`config.mk`:
```
export PLATFORM = sky130hd
export DESIGN_NAME = i_divide_flat
export DESIGN_NICKNAME = d
export VERILOG_FILES = /design/src/rtl/i_divide_pkg.sv /design/src/rtl/i_divide_if.sv /design/src/rtl/i_divide_div_step.sv /design/src/rtl/i_divide.sv /design/src/flat_wrapper.sv
export SDC_FILE = /design/constraint.sdc
export NUM_CORES = 1
export LEC_CHECK = 0
export ABC_CLOCK_PERIOD_IN_PS = 6800
export BUFFER_PORTS_ARGS = -buffer_cell sky130_fd_sc_hd__buf_2
export CORE_ASPECT_RATIO = 1.4
export CORE_MARGIN = 5
export CORE_UTILIZATION = 45
export CTS_CLUSTER_DIAMETER = 200
export CTS_CLUSTER_SIZE = 8
export DETAILED_ROUTE_END_ITERATION = 8
export GPL_TIMING_DRIVEN = 0
export PLACE_DENSITY = 0.76
export SYNTH_ARGS = -nofsm -noshare
export SYNTH_HDL_FRONTEND = slang
export SYNTH_SLANG_ARGS = --single-unit
```
`constraint.sdc`:
```
create_clock -name clk -period 6.8 [get_ports clk]
set_input_delay 0.68 -clock clk [delete_from_list [all_inputs] [get_ports clk]]
set_output_delay 0.68 -clock clk [all_outputs]
set_load 0.05 [all_outputs]
```
`src/rtl/i_divide_pkg.sv`:
```
// rtl/i_divide_pkg.sv - shared CPU definitions: word size, divide opcodes, divider state enum
package i_divide_pkg;

    localparam int WORD      = 64;
    localparam int INSTR_LEN = 32;

    // Divide flavour as carried on is_signed
    localparam logic DIV_OP_UDIV = 1'b0;
    localparam logic DIV_OP_SDIV = 1'b1;

    typedef enum logic [1:0] {
        IDLE = 2'd0,
        BUSY = 2'd1,
        DONE = 2'd2
    } div_state_t;

endpackage

```
`src/rtl/i_divide_if.sv`:
```
// rtl/i_divide_if.sv - request/result bundle between decode/writeback and the divider
interface i_divide_if #(parameter int WIDTH = i_divide_pkg::WORD);

    logic             start;
    logic             is_signed;
    logic [WIDTH-1:0] dividend;
    logic [WIDTH-1:0] divisor;
    logic             busy;
    logic             done;
    logic [WIDTH-1:0] quotient;
    logic [WIDTH-1:0] remainder;
    logic             div_by_zero;

    modport master (
        output start, is_signed, dividend, divisor,
        input  busy, done, quotient, remainder, div_by_zero
    );

    modport slave (
        input  start, is_signed, dividend, divisor,
        output busy, done, quotient, remainder, div_by_zero
    );

endinterface

```
`src/rtl/i_divide_div_step.sv`:
```
// rtl/i_divide_div_step.sv - one combinational radix-2 restoring division step
module div_step #(
    parameter int WIDTH = 64
) (
    input  logic [WIDTH-1:0] part_rem,
    input  logic [WIDTH-1:0] divisor,
    input  logic             next_bit,
    output logic [WIDTH-1:0] new_rem,
    output logic             quo_bit
);

    logic [WIDTH:0] shifted;
    logic [WIDTH:0] trial;

    // Shift in the next dividend bit and try subtracting; part_rem < divisor keeps
    // the shifted value below 2^(WIDTH+1), so the top bit of trial is the borrow.
    always_comb begin
        shifted = {part_rem, next_bit};
        trial   = shifted - {1'b0, divisor};
        quo_bit = ~trial[WIDTH];
        new_rem = quo_bit ? trial[WIDTH-1:0] : shifted[WIDTH-1:0];
    end

endmodule

```
`src/rtl/i_divide.sv`:
```
// rtl/i_divide.sv - multi-cycle signed/unsigned integer divider with zero-divisor bypass
module i_divide
    import i_divide_pkg::*;
#(
    parameter int WIDTH = WORD,
    parameter int CNT_W = 7
) (
    input  logic       clk,
    input  logic       reset,
    i_divide_if.slave  bus
);

    div_state_t       state;
    div_state_t       next_state;
    logic [CNT_W-1:0] cnt;
    logic [WIDTH-1:0] part_rem;
    logic [WIDTH-1:0] shift_q;
    logic [WIDTH-1:0] dvs_mag;
    logic             neg_q;
    logic             neg_r;
    logic [WIDTH-1:0] quotient_r;
    logic [WIDTH-1:0] remainder_r;
    logic             dz_r;

    logic             dividend_neg;
    logic             divisor_neg;
    logic [WIDTH-1:0] dividend_mag;
    logic [WIDTH-1:0] divisor_mag;
    logic             divisor_zero;
    logic [WIDTH-1:0] step_rem;
    logic             step_q;
    logic [WIDTH-1:0] final_q;
    logic [WIDTH-1:0] res_q;
    logic [WIDTH-1:0] res_r;
    logic             last_step;

    // Operand magnitudes; negating the most-negative value yields 2^(WIDTH-1) as unsigned
    always_comb begin
        dividend_neg = bus.is_signed & bus.dividend[WIDTH-1];
        divisor_neg  = bus.is_signed & bus.divisor[WIDTH-1];
        dividend_mag = dividend_neg ? -bus.dividend : bus.dividend;
        divisor_mag  = divisor_neg  ? -bus.divisor  : bus.divisor;
        divisor_zero = (bus.divisor == '0);
    end

    div_step #(.WIDTH(WIDTH)) u_step (
        .part_rem (part_rem),
        .divisor  (dvs_mag),
        .next_bit (shift_q[WIDTH-1]),
        .new_rem  (step_rem),
        .quo_bit  (step_q)
    );

    // Dividend bits leave shift_q at the top while quotient bits enter at the bottom;
    // the final signs are applied to the result of the last step
    always_comb begin
        final_q   = {shift_q[WIDTH-2:0], step_q};
        res_q     = neg_q ? -final_q : final_q;
        res_r     = neg_r ? -step_rem : step_rem;
        last_step = (cnt == CNT_W'(1));
    end

    // State register
    always_ff @(posedge clk or negedge reset) begin
        if (!reset) begin
            state <= IDLE;
        end else begin
            state <= next_state;
        end
    end

    // Next-state logic; start is only looked at in IDLE
    always_comb begin
        next_state = state;
        case (state)
            IDLE:    if (bus.start) next_state = divisor_zero ? DONE : BUSY;
            BUSY:    if (last_step) next_state = DONE;
            DONE:    next_state = IDLE;
            default: next_state = IDLE;
        endcase
    end

    // Operand capture, iteration, and result registers updated only on entry to DONE
    always_ff @(posedge clk or negedge reset) begin
        if (!reset) begin
            cnt         <= '0;
            part_rem    <= '0;
            shift_q     <= '0;
            dvs_mag     <= '0;
            neg_q       <= 1'b0;
            neg_r       <= 1'b0;
            quotient_r  <= '0;
            remainder_r <= '0;
            dz_r        <= 1'b0;
        end else begin
            case (state)
                IDLE: begin
                    if (bus.start) begin
                        if (divisor_zero) begin
                            quotient_r  <= '0;
                            remainder_r <= bus.dividend;
                            dz_r        <= 1'b1;
                        end else begin
                            part_rem <= '0;
                            shift_q  <= dividend_mag;
                            dvs_mag  <= divisor_mag;
                            neg_q    <= dividend_neg ^ divisor_neg;
                            neg_r    <= dividend_neg;
                            cnt      <= CNT_W'(WIDTH);
                        end
                    end
                end
                BUSY: begin
                    part_rem <= step_rem;
                    shift_q  <= final_q;
                    cnt      <= cnt - CNT_W'(1);
                    if (last_step) begin
                        quotient_r  <= res_q;
                        remainder_r <= res_r;
                        dz_r        <= 1'b0;
                    end
                end
                default: begin
                end
            endcase
        end
    end

    // Status and result outputs
    always_comb begin
        bus.busy        = (state == BUSY);
        bus.done        = (state == DONE);
        bus.quotient    = quotient_r;
        bus.remainder   = remainder_r;
        bus.div_by_zero = dz_r;
    end

endmodule

```
`src/flat_wrapper.sv`:
```
// flat-port wrapper written by rule: the top's interface ports become plain ports
module i_divide_flat import i_divide_pkg::*;
#(
    parameter int WIDTH = WORD,
    parameter int CNT_W = 7
)
  (clk, reset, bus_start, bus_is_signed, bus_dividend, bus_divisor, bus_busy, bus_done, bus_quotient, bus_remainder, bus_div_by_zero);
  i_divide_if #(.WIDTH(WIDTH)) bus_i ();
  input  logic clk;
  input  logic reset;
  input wire logic [$bits(bus_i.start)-1:0] bus_start;
  input wire logic [$bits(bus_i.is_signed)-1:0] bus_is_signed;
  input wire logic [$bits(bus_i.dividend)-1:0] bus_dividend;
  input wire logic [$bits(bus_i.divisor)-1:0] bus_divisor;
  output wire logic [$bits(bus_i.busy)-1:0] bus_busy;
  output wire logic [$bits(bus_i.done)-1:0] bus_done;
  output wire logic [$bits(bus_i.quotient)-1:0] bus_quotient;
  output wire logic [$bits(bus_i.remainder)-1:0] bus_remainder;
  output wire logic [$bits(bus_i.div_by_zero)-1:0] bus_div_by_zero;
  assign bus_i.start = bus_start;
  assign bus_i.is_signed = bus_is_signed;
  assign bus_i.dividend = bus_dividend;
  assign bus_i.divisor = bus_divisor;
  assign bus_busy = bus_i.busy;
  assign bus_done = bus_i.done;
  assign bus_quotient = bus_i.quotient;
  assign bus_remainder = bus_i.remainder;
  assign bus_div_by_zero = bus_i.div_by_zero;
  i_divide #(.WIDTH(WIDTH), .CNT_W(CNT_W)) u_core (.clk(clk), .reset(reset), .bus(bus_i));
endmodule
```
==> flow_metrics.tcl, run 1 <==
set metrics [dict create \
    async_flop_share 1.000 \
    reg2regPathDepth 27 \
    yosys-top-cells-area "dfrtp_1 33%, o21ai_0 7.7%, nand2_1 6.8%, a21oi_1 5.5%, xor2_1 4.9%" \
    cts_sinks 332 \
    finalCriticalPeriod_ns 6.654 \
    max_freq_ghz 0.1503 \
    chipWidth_um 211.2 \
    max_slew_margin 0.2957 \
    final_max_slew_viol_count 0 \
    path_max_fanout 10 \
    cts_tree "yes" \
    ys.flop_type "dfrtp_1" \
    hold_class "input port to async pin" \
    finalClockSkew_ns 0.01957 \
    yosys.area.top_type_share 0.3258 \
    place_area_mm2 0.02783 \
    yosysSeqAreaShare 0.3258 \
    yosysWarnings 0 \
    path_depth 27 \
    gp_congestion 1.021 \
    fillers 5532 \
    critPathMaxStageDelay_ns 0.53 \
    postLayoutCellArea_mm2 0.02928 \
    drc 0 \
    slowest_stage "dfrtp_2" \
    synthesis.area_mm2 0.02550 \
    insertion_delay_ns 0.58 \
    grt_usage 0.3202 \
    hold_buffers 0 \
    drive_gt1_frac 0.1214 \
    fin_nets 3850 \
    initial_core_util 0.4528 \
    drt-vias-per-instance 6.149 \
    grt_antenna_before_repair 7 \
    maxCapViolCount 0 \
    synth.net_count 3531 \
    drt-wirelength-per-cell_um 23.48 \
    synth_most_common_cell "nand2_1" \
    drtPass1Iterations 6 \
    fp-row-count 103 \
    cp.arrival_ns 7.07 \
    grt_first_pass_wirelength_um 154000 \
    drt-total-wl_um 103000 \
    yosys-top-cells-count "459 x nand2_1, 394 x o21ai_0, 332 x dfrtp_1, 307 x nor2_1, 279 x a21oi_1" \
    clock_path_buffers 3 \
    ys_ff_latch 332 \
    worst-path-buf-inv 5 \
    synth_edf_count 0 \
    clk_pin_slew_ns 0.05 \
    cp.required_ns 7.22 \
    h-tree-depth 2 \
    grt_pass1_vias 26440 \
    dieHeight_um 291.7 \
    vias 26990 \
    setup.worst_path.class "flip-flop to flip-flop" \
    dp_hpwl_um 83270 \
    syn2layout_area_growth_pct 14.83 \
    core_area_mm2 0.05632 \
    critPathLaunchType "flip-flop" \
    dieArea_mm2 0.06159 \
    utilization 0.5199 \
    max_slew.worst_pin.slew_ns 1.056 \
    grt_max_degree 97 \
    cts_inserted_buffers 47 \
    drt_iter0_markers 2568 \
    cts-root-buf "clkbuf_16" \
    setup_viol_count_final 0 \
    min_period_over_period 0.9786 \
    overflow 0 \
    yosysTopAreaCell "dfrtp_1" \
    ant_nets 0 \
    ys_types 90 \
    port_buffers 262 \
    syn_avg_cell_area_um2 7.662 \
    crit_path_end_kind "flip-flop" \
    postSynthCellCount 3328 \
    pin_count 263 \
    path_delay_family "simple AND/OR/NAND/NOR gates" \
    hold_viol 0 \
    rsz0062_at_grt "no" \
    outcome "complete, no violations" \
]
==> registers in the layout (all words and copies together), names as in the netlist <==
register,count
u_core.bus.quotient,64
u_core.bus.remainder,64
u_core.dvs_mag,64
u_core.part_rem,64
u_core.shift_q,64
u_core.cnt,7
u_core.state,2
u_core.bus.div_by_zero,1
u_core.neg_q,1
u_core.neg_r,1
==> per-stage QoR <==
| stage | setup slack, ns | cells | TNS (ns) | hold slack (ns) |
|---|---|---|---|---|
| after floorplan | 0.7725 | 3328 | 0 | 0.3844 |
| after global placement | -2.729 | 4325 | -528.08 | 0.4570 |
| after detailed placement | -2.781 | 4329 | -105.97 | 0.4620 |
| after CTS | 0.02104 | 4384 | 0 | 0.02822 |
| after global routing | 0.001273 | 4389 | 0 | 0.05863 |
| final | 0.1457 | 4389 | 0 | 0.01711 |
==> cells in the final DEF (no fill, tap or decap), types with 17 or more instances in the layout <==
cell type,n
o31ai_1,75
nor3_1,66
or2_2,17
dfrtp_1,331
or3_1,53
a21o_1,23
mux2i_1,51
and3_1,25
nand4_1,38
ha_1,70
clkbuf_1,149
nor4_1,39
nand2_1,458
nand2b_1,23
xor2_1,143
a211oi_1,21
a21oi_1,278
nand3_1,112
clkbuf_16,47
or4_1,30
buf_2,295
inv_1,105
nor2_1,306
o211ai_1,25
xnor2_1,127
o41ai_1,21
and2_1,19
a31oi_1,39
o21ai_0,394
==> path summary, 6_finish.rpt <==
path                                          from                        to  slack [ns]
max                             u_core.shift_q[63]  u_core.bus.remainder[58]        0.15
min                                          reset        u_core.dvs_mag[57]        0.02
max reg2reg                     u_core.shift_q[63]  u_core.bus.remainder[58]        0.15
min reg2reg                u_core.bus.quotient[40]   u_core.bus.quotient[40]        0.47
max in group asynchronous                    reset        u_core.shift_q[15]        5.03
min in group clk                   bus_dividend[3]   u_core.bus.remainder[3]        0.41
==> final cells by class <==
| cell class | instances | area (µm²) | share of cell area |
|---|---|---|---|
| plain buffers | 200 | 839.6 | 0.02867 |
| repair buffers | 271 | 1449 | 0.04948 |
| flip-flops and latches | 332 | 8309 | 0.2838 |
| multi-input cells | 2689 | 16110 | 0.5503 |
| well taps | 735 | 919.6 | 0.03141 |
| diodes | 6 | 15.01 | 0.0005128 |
| clock inverters | 3 | 62.56 | 0.002136 |
| inverters | 106 | 397.9 | 0.01359 |
| clock buffers | 47 | 1176 | 0.04017 |
==> cell families (layout without fill, tap and decap cells) <==
logic type               Yosys count  count (layout)  synth area share
other                              0               6                 0
AO/OA/AOI/OAI                   1036            1036            0.2447
adder cells (fa/ha/maj)           71              71           0.03513
multiplexers                      57              57           0.02262
buffers and inverters            307             627           0.04755
AND/OR/NAND/NOR                 1255            1255            0.2315
flip-flops                       332             332            0.3258
XOR/XNOR                         270             270           0.09274
==> what timing repair did <==
action | 4_1_cts | 5_1_grt
cloned | 0 | 0
setup buffers | 5 | 0
gates resized for setup | 37 | 7
pin swaps | 4 | 4
endpoints found under the setup margin | 70 | 21
==> layer usage <==
layer | GRT usage | vias up | share of wire
li1 | - | 12550 | -
met1 | 0.3648 | 12620 | 0.36
met2 | 0.5491 | 1393 | 0.48
met3 | 0.04191 | 425 | 0.077
met4 | 0.2288 | 0 | 0.086
met5 | 0 | - | 0
Power of run 1 is not shown: default switching activity piles up to over one toggle a cycle in this logic, so the estimate is an artifact.
==> run 2: changes to the inputs <==
--- a/config.mk
+++ b/config.mk
@@ -7,14 +7,16 @@
 export LEC_CHECK = 0
 export ABC_CLOCK_PERIOD_IN_PS = 6800
 export BUFFER_PORTS_ARGS = -buffer_cell sky130_fd_sc_hd__buf_2
+export CELL_PAD_IN_SITES_DETAIL_PLACEMENT = 0
+export CELL_PAD_IN_SITES_GLOBAL_PLACEMENT = 2
 export CORE_ASPECT_RATIO = 1.4
-export CORE_MARGIN = 5
-export CORE_UTILIZATION = 45
+export CORE_MARGIN = 2
+export CORE_UTILIZATION = 36
 export CTS_CLUSTER_DIAMETER = 200
 export CTS_CLUSTER_SIZE = 8
 export DETAILED_ROUTE_END_ITERATION = 8
 export GPL_TIMING_DRIVEN = 0
-export PLACE_DENSITY = 0.76
+export PLACE_DENSITY = 0.95
 export SYNTH_ARGS = -nofsm -noshare
 export SYNTH_HDL_FRONTEND = slang
 export SYNTH_SLANG_ARGS = --single-unit
==> flow_metrics.tcl, run 2 (synthesized netlist as in run 1, its figures left out) <==
set metrics [dict create \
    clock_path_buffers 3 \
    outcome "complete, no violations" \
    drive_gt1_frac 0.1240 \
    wl_met2_um 52920 \
    drt-wirelength-per-cell_um 23.69 \
    pre_cts_ws_ns -3.215 \
    grt_max_degree 118 \
    hold_viol 0 \
    drt-met1-wl_um 40990 \
    hold_buffers 0 \
    cts-root-buf "clkbuf_16" \
    max_slew.worst_pin.slew_ns 1.398 \
    final_common_cell "nand2_1" \
    crit_start "u_core.shift_q[63]" \
    rsz0062_at_grt "yes" \
    insertion_delay_ns 0.61 \
    drt-vias-per-instance 5.771 \
    max_freq_ghz 0.1510 \
    cts_tree "yes" \
    setup_viol_count_final 0 \
    pin_count 263 \
    grt_first_pass_wirelength_um 162000 \
    vias 26490 \
    cp.arrival_ns 7.06 \
    setup.worst_path.class "flip-flop to flip-flop" \
    final_max_slew_viol_count 0 \
    cts_sinks 332 \
    dieArea_mm2 0.07301 \
    gp_congestion 0.9761 \
    finalCriticalPeriod_ns 6.621 \
    grt_pass1_vias 26210 \
    min_period_over_period 0.9737 \
    dp_hpwl_um 88870 \
    finalClockSkew_ns 0.02158 \
    max_slew_margin 0.05973 \
    met3_length_um 6412 \
    crit_path_end_kind "flip-flop" \
    mostFrequentLayoutCells "458 x nand2_1, 394 x o21ai_0, 331 x dfrtp_1, 304 x nor2_1, 296 x buf_2" \
    h-tree-depth 2 \
    fp-row-count 115 \
    overflow 0 \
    critPathLaunchType "flip-flop" \
    fin_setup_tns_ns 0 \
    syn2layout_area_growth_pct 16.18 \
    drt_iter0_markers 1876 \
    postLayoutSetupSlackWorst_ns 0.1786 \
    drc 0 \
    port_buffers 262 \
    ant_nets 0 \
    chipWidth_um 228.9 \
    cp.required_ns 7.24 \
    postLayoutCellArea_mm2 0.02962 \
    fin_nets 3854 \
    r2r_start "u_core.shift_q[63]" \
    slowest_stage "dfrtp_2" \
    drtPass1Iterations 5 \
    initial_core_util 0.3632 \
    cts_inserted_buffers 47 \
    place_area_mm2 0.02808 \
    clk_pin_slew_ns 0.06 \
    dieHeight_um 318.9 \
    grt_usage 0.2904 \
    path_max_fanout 10 \
    dr.max_layer_used "met5" \
    utilization 0.4219 \
    grt_antenna_before_repair 4 \
    maxCapViolCount 0 \
    drt-total-wl_um 108800 \
    core_area_mm2 0.07022 \
    hold_class "input port to async pin" \
    critPathMaxStageDelay_ns 0.53 \
]
-- run 2: cell types whose count changed in the layout (fill, tap and decap cells not counted), sizes merged --
cell	previous run	this run
diode	6	3
clkbuf	197	198
buf	321	324
-- run 2: worst paths after layout --
path                                       endpoint  slack (ns)  cells after the start
setup / recovery            u_core.bus.quotient[62]        0.18                     26
hold / removal                   u_core.dvs_mag[57]       0.007                      1
setup reg to reg            u_core.bus.quotient[62]        0.18                     26
hold reg to reg             u_core.bus.quotient[28]        0.47                      2
max in group asynchronous   u_core.bus.quotient[13]        5.08                      4
min in group clk           u_core.bus.remainder[27]        0.38                      3
-- run 2: timing repair --
item                       CTS  global route
pin swaps                    5             6
gates resized for setup     46            12
setup endpoints to repair   78            17
setup buffers                7             3
-- run 2: critical path: cells and delay by family, from the launching register on --
kind	cells	cell delay [ns]
adder cells (fa/ha/maj)	3	0.82
AND/OR/NAND/NOR	8	1.80
flip-flops	1	0.53
XOR/XNOR	1	0.21
buffers and inverters	6	1.11
AO/OA/AOI/OAI	8	1.94
-- run 2: metrics by stage --
stage / instances / hold slack [ns]
3_5_place_dp: 4529 / 0.4634
6_report: 4591 / 0.007281
2_1_floorplan: 3328 / 0.3844
5_1_grt: 4591 / 0.04919
3_3_place_gp: 4526 / 0.4585
4_1_cts: 4586 / 0.02369
-- run 2: layout make-up --
class / instances / area, µm²
fill: 7506 / 40590
multi-input combinational: 2689 / 16170
sequential: 332 / 8309
timing repair buffer: 275 / 1479
clock buffer: 47 / 1176
tap: 936 / 1171
buffer: 200 / 855.8
inverter: 106 / 397.9
clock inverter: 3 / 62.56
antenna: 3 / 7.507
-- run 2: layer usage --
metal	track usage	vias to the layer above
li1	-	12550
met1	0.3237	12520
met2	0.5033	1060
met3	0.04587	365
met4	0.2063	2
met5	0	-
Power of run 2 is left out for the same reason.
